==> src/rtl/fp32_to_int_seq.sv <==
// -----------------------------------------------------------------------------
// fp32_to_int_seq
//   Iterative converter from an IEEE-754 single-precision value to a signed
//   32-bit two's-complement integer. The float is unpacked back to fixed point
//   by shifting the 24-bit significand SHIFT_STEP bits per cycle. One
//   conversion is in flight at a time. Both sides use a valid/ready handshake.
//
//   FSM: IDLE -> SHIFT -> FIN -> DONE -> IDLE. SHIFT is skipped when no shift
//   is needed, and always for special operands.
//
// Parameters
//   SHIFT_STEP  bits shifted per SHIFT cycle (legal values 1, 2, 4, 8)
//
// Build option
//   ROUND_NEAREST_EN  when defined, FIN rounds to nearest-even. When
//                     undefined, FIN truncates toward zero and guard/sticky
//                     only feed the inexact flag.
//
// Ports
//   clk        clock, all logic on posedge
//   rst        synchronous, active-high reset
//   in_valid   in_num valid
//   in_ready   converter idle and able to accept
//   in_num     {sign, exp[7:0], frac[22:0]}
//   out_valid  result valid, held until out_ready
//   out_ready  consumer accepts result
//   out_int    two's-complement result, stable while out_valid
//   out_flags  {invalid, overflow, inexact}, stable while out_valid
// -----------------------------------------------------------------------------
module fp32_to_int_seq #(
    parameter int SHIFT_STEP = 1
) (
    input  logic        clk,
    input  logic        rst,
    input  logic        in_valid,
    output logic        in_ready,
    input  logic [31:0] in_num,
    output logic        out_valid,
    input  logic        out_ready,
    output logic [31:0] out_int,
    output logic [2:0]  out_flags
);

    typedef enum logic [1:0] {
        IDLE  = 2'd0,
        SHIFT = 2'd1,
        FIN   = 2'd2,
        DONE  = 2'd3
    } state_e;

    localparam logic [4:0] STEP5 = 5'(SHIFT_STEP);

`ifdef ROUND_NEAREST_EN
    // With rounding, u == -1 (values in [0.5,1)) can round up to 1.
    localparam logic signed [9:0] U_MIN = -10'sd1;
`else
    localparam logic signed [9:0] U_MIN = 10'sd0;
`endif

    state_e state_q, state_d;

    // Working registers
    logic        sign_q;
    logic [31:0] mag_q;        // significand being aligned, or the final value for specials
    logic [4:0]  cnt_q;        // remaining shift distance
    logic        left_q;       // shift direction: 1 = left (u >= 23)
    logic        guard_q;      // last bit shifted out on a right shift
    logic        sticky_q;     // OR of all bits shifted out before the guard bit
    logic        spec_q;       // result was fixed at accept time
    logic [2:0]  spec_flags_q;
    logic [31:0] out_int_q;
    logic [2:0]  out_flags_q;

    // Accept-time decode
    logic [7:0]        exp_s;
    logic [22:0]       frac_s;
    logic signed [9:0] u_s;
    logic signed [9:0] diff_s;
    logic              dec_spec_s;
    logic [31:0]       dec_int_s;
    logic [2:0]        dec_flags_s;
    logic [4:0]        dec_cnt_s;
    logic              dec_left_s;
    logic              accept_s;

    // Shift step
    logic [31:0] sh_mag_s;
    logic        sh_guard_s;
    logic        sh_sticky_s;
    logic [4:0]  step_s;
    logic [4:0]  sh_cnt_s;

    // Finish step
    logic        round_inc_s;
    logic [31:0] rnd_mag_s;
    logic [31:0] fin_int_s;
    logic [2:0]  fin_flags_s;

    assign accept_s = in_valid && in_ready;

    // Classify the incoming operand and work out the shift needed.
    always_comb begin
        exp_s       = in_num[30:23];
        frac_s      = in_num[22:0];
        u_s         = $signed({2'b00, exp_s}) - 10'sd127;
        diff_s      = 10'sd0;
        dec_spec_s  = 1'b0;
        dec_int_s   = 32'd0;
        dec_flags_s = 3'b000;
        dec_cnt_s   = 5'd0;
        dec_left_s  = 1'b0;
        if (exp_s == 8'hFF) begin
            dec_spec_s = 1'b1;
            if (frac_s != 23'd0) begin
                dec_int_s   = 32'h7FFF_FFFF;
                dec_flags_s = 3'b100;
            end else begin
                dec_int_s   = in_num[31] ? 32'h8000_0000 : 32'h7FFF_FFFF;
                dec_flags_s = 3'b010;
            end
        end else if (exp_s == 8'h00) begin
            // Zero and denormals flush to zero.
            dec_spec_s  = 1'b1;
            dec_flags_s = {2'b00, (frac_s != 23'd0)};
        end else if (u_s >= 10'sd31) begin
            dec_spec_s = 1'b1;
            if (in_num == 32'hCF00_0000) begin
                // -2^31 is the one magnitude >= 2^31 that is representable.
                dec_int_s   = 32'h8000_0000;
                dec_flags_s = 3'b000;
            end else begin
                dec_int_s   = in_num[31] ? 32'h8000_0000 : 32'h7FFF_FFFF;
                dec_flags_s = 3'b010;
            end
        end else if (u_s < U_MIN) begin
            dec_spec_s  = 1'b1;
            dec_flags_s = 3'b001;
        end else if (u_s >= 10'sd23) begin
            diff_s     = u_s - 10'sd23;
            dec_left_s = 1'b1;
            dec_cnt_s  = diff_s[4:0];
        end else begin
            diff_s    = 10'sd23 - u_s;
            dec_cnt_s = diff_s[4:0];
        end
    end

    // One SHIFT cycle: up to SHIFT_STEP single-bit shifts, tracking guard/sticky.
    always_comb begin
        sh_mag_s    = mag_q;
        sh_guard_s  = guard_q;
        sh_sticky_s = sticky_q;
        for (int i = 0; i < SHIFT_STEP; i++) begin
            if (5'(i) < cnt_q) begin
                if (left_q) begin
                    sh_mag_s = {sh_mag_s[30:0], 1'b0};
                end else begin
                    sh_sticky_s = sh_sticky_s | sh_guard_s;
                    sh_guard_s  = sh_mag_s[0];
                    sh_mag_s    = {1'b0, sh_mag_s[31:1]};
                end
            end else begin
                sh_mag_s = sh_mag_s;
            end
        end
        step_s   = (cnt_q > STEP5) ? STEP5 : cnt_q;
        sh_cnt_s = cnt_q - step_s;
    end

    // Round, apply sign and pick the flags for the registered result.
    always_comb begin
`ifdef ROUND_NEAREST_EN
        round_inc_s = guard_q & (sticky_q | mag_q[0]);
`else
        round_inc_s = 1'b0;
`endif
        rnd_mag_s = mag_q + {31'd0, round_inc_s};
        fin_int_s = sign_q ? (32'd0 - rnd_mag_s) : rnd_mag_s;
        if (spec_q) begin
            fin_flags_s = spec_flags_q;
        end else begin
            fin_flags_s = {2'b00, guard_q | sticky_q};
        end
    end

    // FSM state register.
    always_ff @(posedge clk) begin
        if (rst) begin
            state_q <= IDLE;
        end else begin
            state_q <= state_d;
        end
    end

    // FSM next-state logic.
    always_comb begin
        state_d = state_q;
        case (state_q)
            IDLE: begin
                if (accept_s) begin
                    state_d = (dec_cnt_s == 5'd0) ? FIN : SHIFT;
                end else begin
                    state_d = IDLE;
                end
            end
            SHIFT: begin
                if (sh_cnt_s == 5'd0) begin
                    state_d = FIN;
                end else begin
                    state_d = SHIFT;
                end
            end
            FIN: state_d = DONE;
            DONE: begin
                if (out_ready) begin
                    state_d = IDLE;
                end else begin
                    state_d = DONE;
                end
            end
            default: state_d = IDLE;
        endcase
    end

    // FSM outputs.
    always_comb begin
        in_ready  = (state_q == IDLE) && !rst;
        out_valid = (state_q == DONE);
    end

    // Datapath registers: load at accept, shift in SHIFT, capture result in FIN.
    always_ff @(posedge clk) begin
        if (rst) begin
            sign_q       <= 1'b0;
            mag_q        <= 32'd0;
            cnt_q        <= 5'd0;
            left_q       <= 1'b0;
            guard_q      <= 1'b0;
            sticky_q     <= 1'b0;
            spec_q       <= 1'b0;
            spec_flags_q <= 3'b000;
            out_int_q    <= 32'd0;
            out_flags_q  <= 3'b000;
        end else begin
            case (state_q)
                IDLE: begin
                    if (accept_s) begin
                        // Specials carry their final value in mag_q with sign cleared.
                        sign_q       <= dec_spec_s ? 1'b0 : in_num[31];
                        mag_q        <= dec_spec_s ? dec_int_s : {8'd0, 1'b1, frac_s};
                        cnt_q        <= dec_cnt_s;
                        left_q       <= dec_left_s;
                        guard_q      <= 1'b0;
                        sticky_q     <= 1'b0;
                        spec_q       <= dec_spec_s;
                        spec_flags_q <= dec_flags_s;
                    end else begin
                        cnt_q <= cnt_q;
                    end
                end
                SHIFT: begin
                    mag_q    <= sh_mag_s;
                    guard_q  <= sh_guard_s;
                    sticky_q <= sh_sticky_s;
                    cnt_q    <= sh_cnt_s;
                end
                FIN: begin
                    out_int_q   <= fin_int_s;
                    out_flags_q <= fin_flags_s;
                end
                default: begin
                    out_int_q <= out_int_q;
                end
            endcase
        end
    end

    assign out_int   = out_int_q;
    assign out_flags = out_flags_q;

endmodule

==> config.mk <==
export PLATFORM = sky130hd
export DESIGN_NAME = fp32_to_int_seq
export DESIGN_NICKNAME = d
export VERILOG_FILES = /design/src/rtl/fp32_to_int_seq.sv
export SDC_FILE = /design/constraint.sdc
export NUM_CORES = 1
export LEC_CHECK = 0
export BUFFER_PORTS_ARGS = -buffer_cell sky130_fd_sc_hd__buf_4
export CORE_ASPECT_RATIO = 0.6
export CORE_MARGIN = 3
export CORE_UTILIZATION = 35
export CTS_CLUSTER_DIAMETER = 80
export DETAILED_ROUTE_END_ITERATION = 10
export PLACE_DENSITY = 0.66
export SLEW_MARGIN = 20
export SYNTH_ARGS = -nofsm -noshare
export SYNTH_HDL_FRONTEND = slang
export SYNTH_SLANG_ARGS = --single-unit
export TNS_END_PERCENT = 30
==> constraint.sdc <==
create_clock -name clk -period 3.5 [get_ports clk]
set_clock_uncertainty 0.05 [all_clocks]
set_input_delay 0.7 -clock clk [delete_from_list [all_inputs] [get_ports clk]]
set_output_delay 0.7 -clock clk [all_outputs]
set_load 0.1 [all_outputs]
# Word level (Yosys, flattened, before mapping)
# Index checks and enable logic that the tools add are counted.
# totals
wordCells,92
romBits,0
register_bits,82
input_bits,36
latch_bits,0
memories,0
ramBits,0
# classes
shift,0
n_addsub,5
n_mul,0
div_mod_pow,0
n_eq_ne,8
n_mux,49
n_reduce_logical,13
order_cmp,5
bitwise_logic,1
# ops
op,count
two-way mux 32 bit,11
one-hot mux 32 bit (2 select lines),1
two-way mux 5 bit,7
equality test 32 bit (second input constant),1
subtractor 1 x 32 -> 32 bit (first input constant),1
nonzero test 23 bit,1
greater-or-equal comparator 9 x 6 -> 1 bit (second input constant),2
two-way mux 1 bit,16
two-way mux 3 bit,5
zero test 5 bit,2
two-way mux 2 bit,5
one-hot mux 5 bit (2 select lines),1
< comparator 9 x 1 -> 1 bit (second input constant),1
subtractor 8 x 7 -> 9 bit (second input constant),1
equality test 8 bit (second input constant),1
zero test 8 bit,1
one-hot mux 2 bit (4 select lines),1
!= test 2 bit (second input constant),3
greater-than comparator 5 x 1 -> 1 bit (second input constant),1
< comparator 1 x 5 -> 1 bit (first input constant),1
subtractor 5 bit,1
subtractor 5 bit (first input constant),1
subtractor 5 bit (second input constant),1
equality test 2 bit (second input constant),2
other kinds (10),13

# Longest topological paths before layout
# depth
ltp_word,11
mapped_depth,11
mapped_depth_nobuf,11

# Least setup slack after synthesis
# No wires, ideal clock.
# synth_timing
path_type,input-to-reg
from,input rst
to,register mag_q[10]
path_stages,9
required_ns,3.374
n_path_buf,3
t_arrival_ns,4.298
slack_ns,-0.924
path_cell_list,nor3_1 -> and2_1 -> clkbuf_1 -> nor2_1 -> a21oi_1 -> clkbuf_1 -> clkbuf_1 -> o22ai_1 -> o22ai_1
# synth_between
elab_chain_cells,5
# synth_lines
item,line_no,rtl
"start, declared",34,"input logic rst,"
zero test 1 bit,227,in_ready = (state_q == IDLE) && !rst;
logical AND 1 bit,227,
logical AND 1 bit,99,assign accept_s = in_valid && in_ready;
!= test 2 bit (no source line),-,
AND reduction 3 bit (no source line),-,
"end signal, assigned",250,"mag_q <= dec_spec_s ? dec_int_s : {8'd0, 1'b1, frac_s};"
"end signal, assigned",262,mag_q <= sh_mag_s;
"end, declared",64,logic [31:0] mag_q;
# Several ways; a longest one is shown, not always the timed one.
# A chain may end at the register's enable or synchronous reset.

# Worst setup path after layout
# layout_timing
from,input in_num[24]
to,register state_q[0]
# layout_between
elab_chain_cells,11
# layout_lines
item,line_no,rtl
"start, declared",37,"input logic [31:0] in_num,"
subtractor 8 x 7 -> 9 bit,105,"u_s = $signed({2'b00, exp_s}) - 10'sd127;"
"greater-or-equal comparator 9 x 6 -> 1 bit, or another cell as far along",138,end else if (u_s >= 10'sd23) begin
two-way mux 5 bit,138,
two-way mux 5 bit,135,end else if (u_s < U_MIN) begin
two-way mux 5 bit,125,end else if (u_s >= 10'sd31) begin
two-way mux 5 bit,121,end else if (exp_s == 8'h00) begin
two-way mux 5 bit *,112,if (exp_s == 8'hFF) begin
zero test 5 bit *,201,state_d = (dec_cnt_s == 5'd0) ? FIN : SHIFT;
two-way mux 2 bit *,201,
two-way mux 2 bit *,200,if (accept_s) begin
one-hot mux 2 bit (4 select lines) *,198,case (state_q)
"end signal, assigned",191,state_q <= state_d;
"end, declared",60,"state_e state_q, state_d;"
# Mark *: on every way between the ends. The rest lies on a longest branch, timed or not.

==> run metrics <==
outcome=complete, no violations; Async SR Flop Fraction=0%; Critical Path Start=in_num[24]; CTS buffer count=9; fmax=roughly 320 MHz; slowest CP cell=or4_1; area of the mapped netlist=0.00490 sq mm; CP required=between 3 and 4 ns; Core ar.=between 0.01 and 0.015 sq mm; DR WL/cell=~17 um; worst setup path category=input port to register; crit path DAT=between 3 and 4 ns; slew margin rel.=a little over two fifths; CP delay by family, top=simple AND/OR/NAND/NOR gates; Global Route Usage Sum=18.6%; origin of the worst min-delay path=out_int[24]; crit end category=register; Die H=between 90 and 100 um; Rows=32; clk_lat worst skew=about 0.34 ns; number of synthesized register bits=between 80 and 90; wl on met1=approximately 7.5 mm; first-pass GRT wire length=~24 mm; period utilization=between 90% and 100%; initial antenna violation count=0; most common cell after layout, fill and taps aside=buf_4; max-cap viol count=0; DRT Pass-1 Iters=4; Synth Warn #=0; layout cells sized above 1=about a fifth; Post-Syn Nets=roughly 670; Synth Instances=just over 600; CP Max Fanout=4; Met2 Routed Length=slightly below 6 mm; VDD IR-drop max=~0.00021 V; max layer used=met4; fin util=a little under half; setup bufs post-CTS=0; met3 WL=between 1 and 1.5 mm; crit path time final=about 3.2 ns; clk sinks=just over 80; Initial Util=between 30% and 40%; GPL Wtd Cong=about 0.89; GR Overflow Total=0; CP cell instances=buf_4 -> ha_1 -> nand2_1 -> xor2_1 -> inv_1 -> ha_1 -> nor3b_1 -> a22oi_2 -> o21ai_0 -> mux2_2 -> or4_1 -> o2bb2ai_1; Synth Flop Type=dfxtp_1; Slew @ Worst Pin=slightly below 0.9 ns; Final Hold Viols=0; initial drt markers=about 510; DRC Markers=0; R2R setup slack=0.80 ns; IO Pins=73; hold_ws=around 0.4 ns; diode count=0; Slew Viols, Final=0; DR vias=4833; most frequent CP cell=ha_1; CTS clk-pin slew, worst paths=0.06 ns; CTS tree=done; Static Leakage=between 2 and 2.5 nW; die span in x=between 150 and 200 um; vias in the first global route=4414; CP Launch Type=input port; sequential area share after synthesis=33.5%; synth-to-layout area growth=22.0%; class of the worst hold path=register to register; # fillers=between 1000 and 1500; RSZ-0062 raised after global routing=false; setup tns final=0 ns; Cell Area, Placed=between 0.005 and 0.006 sq mm; Post-DP HPWL=10.8 mm; crit-path max cell delay=0.56 ns; clk buf depth=2; most frequent cells in the layout=99 x buf_4, 82 x dfxtp_1, 65 x nor2_1; drt total wl=about 15 mm; CTS resizes=0; pre-CTS setup slack=0.0264 ns; CTS Root Cell=clkbuf_16; Nets=approximately 700; Mapped Avg Cell Area=7.86 sq um; PwrDens=574 mW/mm^2; number of synthesized flops with an enable pin=0; post-DR vias/cell=~5.6; Final WS setup=0.342 ns; die footprint=around 0.016 sq mm; final setup fails=0; hold buffer count at CTS=0; largest net degree at the start of global routing=between 80 and 90; worst r2r src=mag_q[2]; crit path buf inv count=2; H-tree depth=3; Port Buffers=just over 70; antenna-violating nets left=0; Yosys cell types=59; cell area after layout=0.00598 sq mm
==> where the power goes <==
group	leakage (nW)	internal (mW)	switching, mW
Sequential	0.668	1.04	0.149
Clock	0.159	0.700	0.394
Combinational	1.30	0.358	0.794
==> tightest hold or removal path: cells and delay by family (launching register included) <==
family,cells,cell delay (ns)
flops,1,0.31
simple gates,1,0.05
compound gates,1,0.05
==> flip-flops by register name, summed over array words and instances (netlist names) <==
name and cells:
state_q 2, out_flags 3, left_q 1, spec_flags_q 3, mag_q 32, cnt_q 5, out_int 32, sign_q 1
sticky_q 1, spec_q 1, guard_q 1
==> through the flow <==
stage | power, mW | instances
floorplan | 2.06 | 623
global placement | 2.32 | 847
detailed placement | 2.35 | 847
CTS | 3.44 | 863
global route | 3.59 | 863
finish | 3.43 | 863
==> logic make-up (layout without fill, tap and decap cells) <==
| family | after synthesis | in the layout | share of synthesized area (%) |
|---|---|---|---|
| AOI/OAI and AO/OA | 191 | 191 | 25.2 |
| DFF | 82 | 82 | 33.5 |
| buffers and inverters | 75 | 128 | 6.28 |
| xor gates and xnor gates | 31 | 31 | 5.54 |
| and+or+nand+nor | 202 | 202 | 20.5 |
| adders and majority gates | 9 | 9 | 2.30 |
| muxes | 33 | 33 | 6.77 |
==> Yosys cell counts, types with 6 or more instances <==
master	count	share of area, %
nor2_1	65	5.0
nand2_1	33	2.5
nor4_1	8	1.0
nand3_1	11	1.1
xnor2_1	12	2.1
inv_1	13	1.0
or3_1	7	0.89
o21ai_0	33	3.4
ha_1	9	2.3
o22ai_1	51	6.5
xor2_1	19	3.4
dfxtp_1	82	34
a211oi_1	21	3.2
buf_1	6	0.46
o31ai_1	6	0.92
and3_1	6	0.77
nor3_1	38	3.9
a21oi_1	46	4.7
clkbuf_1	49	3.8
mux2i_1	32	6.5
==> layout make-up <==
cell class	instances	area, sq um	share of cell area [%]
Clock buffer	10	229	3.83
Clock inverter	6	114	1.90
Inverter	13	48.8	0.816
Multi-Input combinational cell	466	2970	49.6
Sequential cell	82	1640	27.5
Tap cell	187	234	3.91
Timing Repair Buffer	99	743	12.4
==> layer usage <==
layer | track usage [%] | up-vias
li1 | - | 2389
met1 | 28.6 | 2241
met2 | 25.4 | 188
met3 | 4.68 | 15
met4 | 4.44 | 0
met5 | 0 | -
==> final timing paths <==
kind                      end  cells past startpoint
hold / removal    out_int[24]                      2
hold reg to reg   out_int[24]                      2
setup / recovery   state_q[0]                     12
setup reg to reg  out_int[31]                      7
Power figures use the tool's default switching activity.
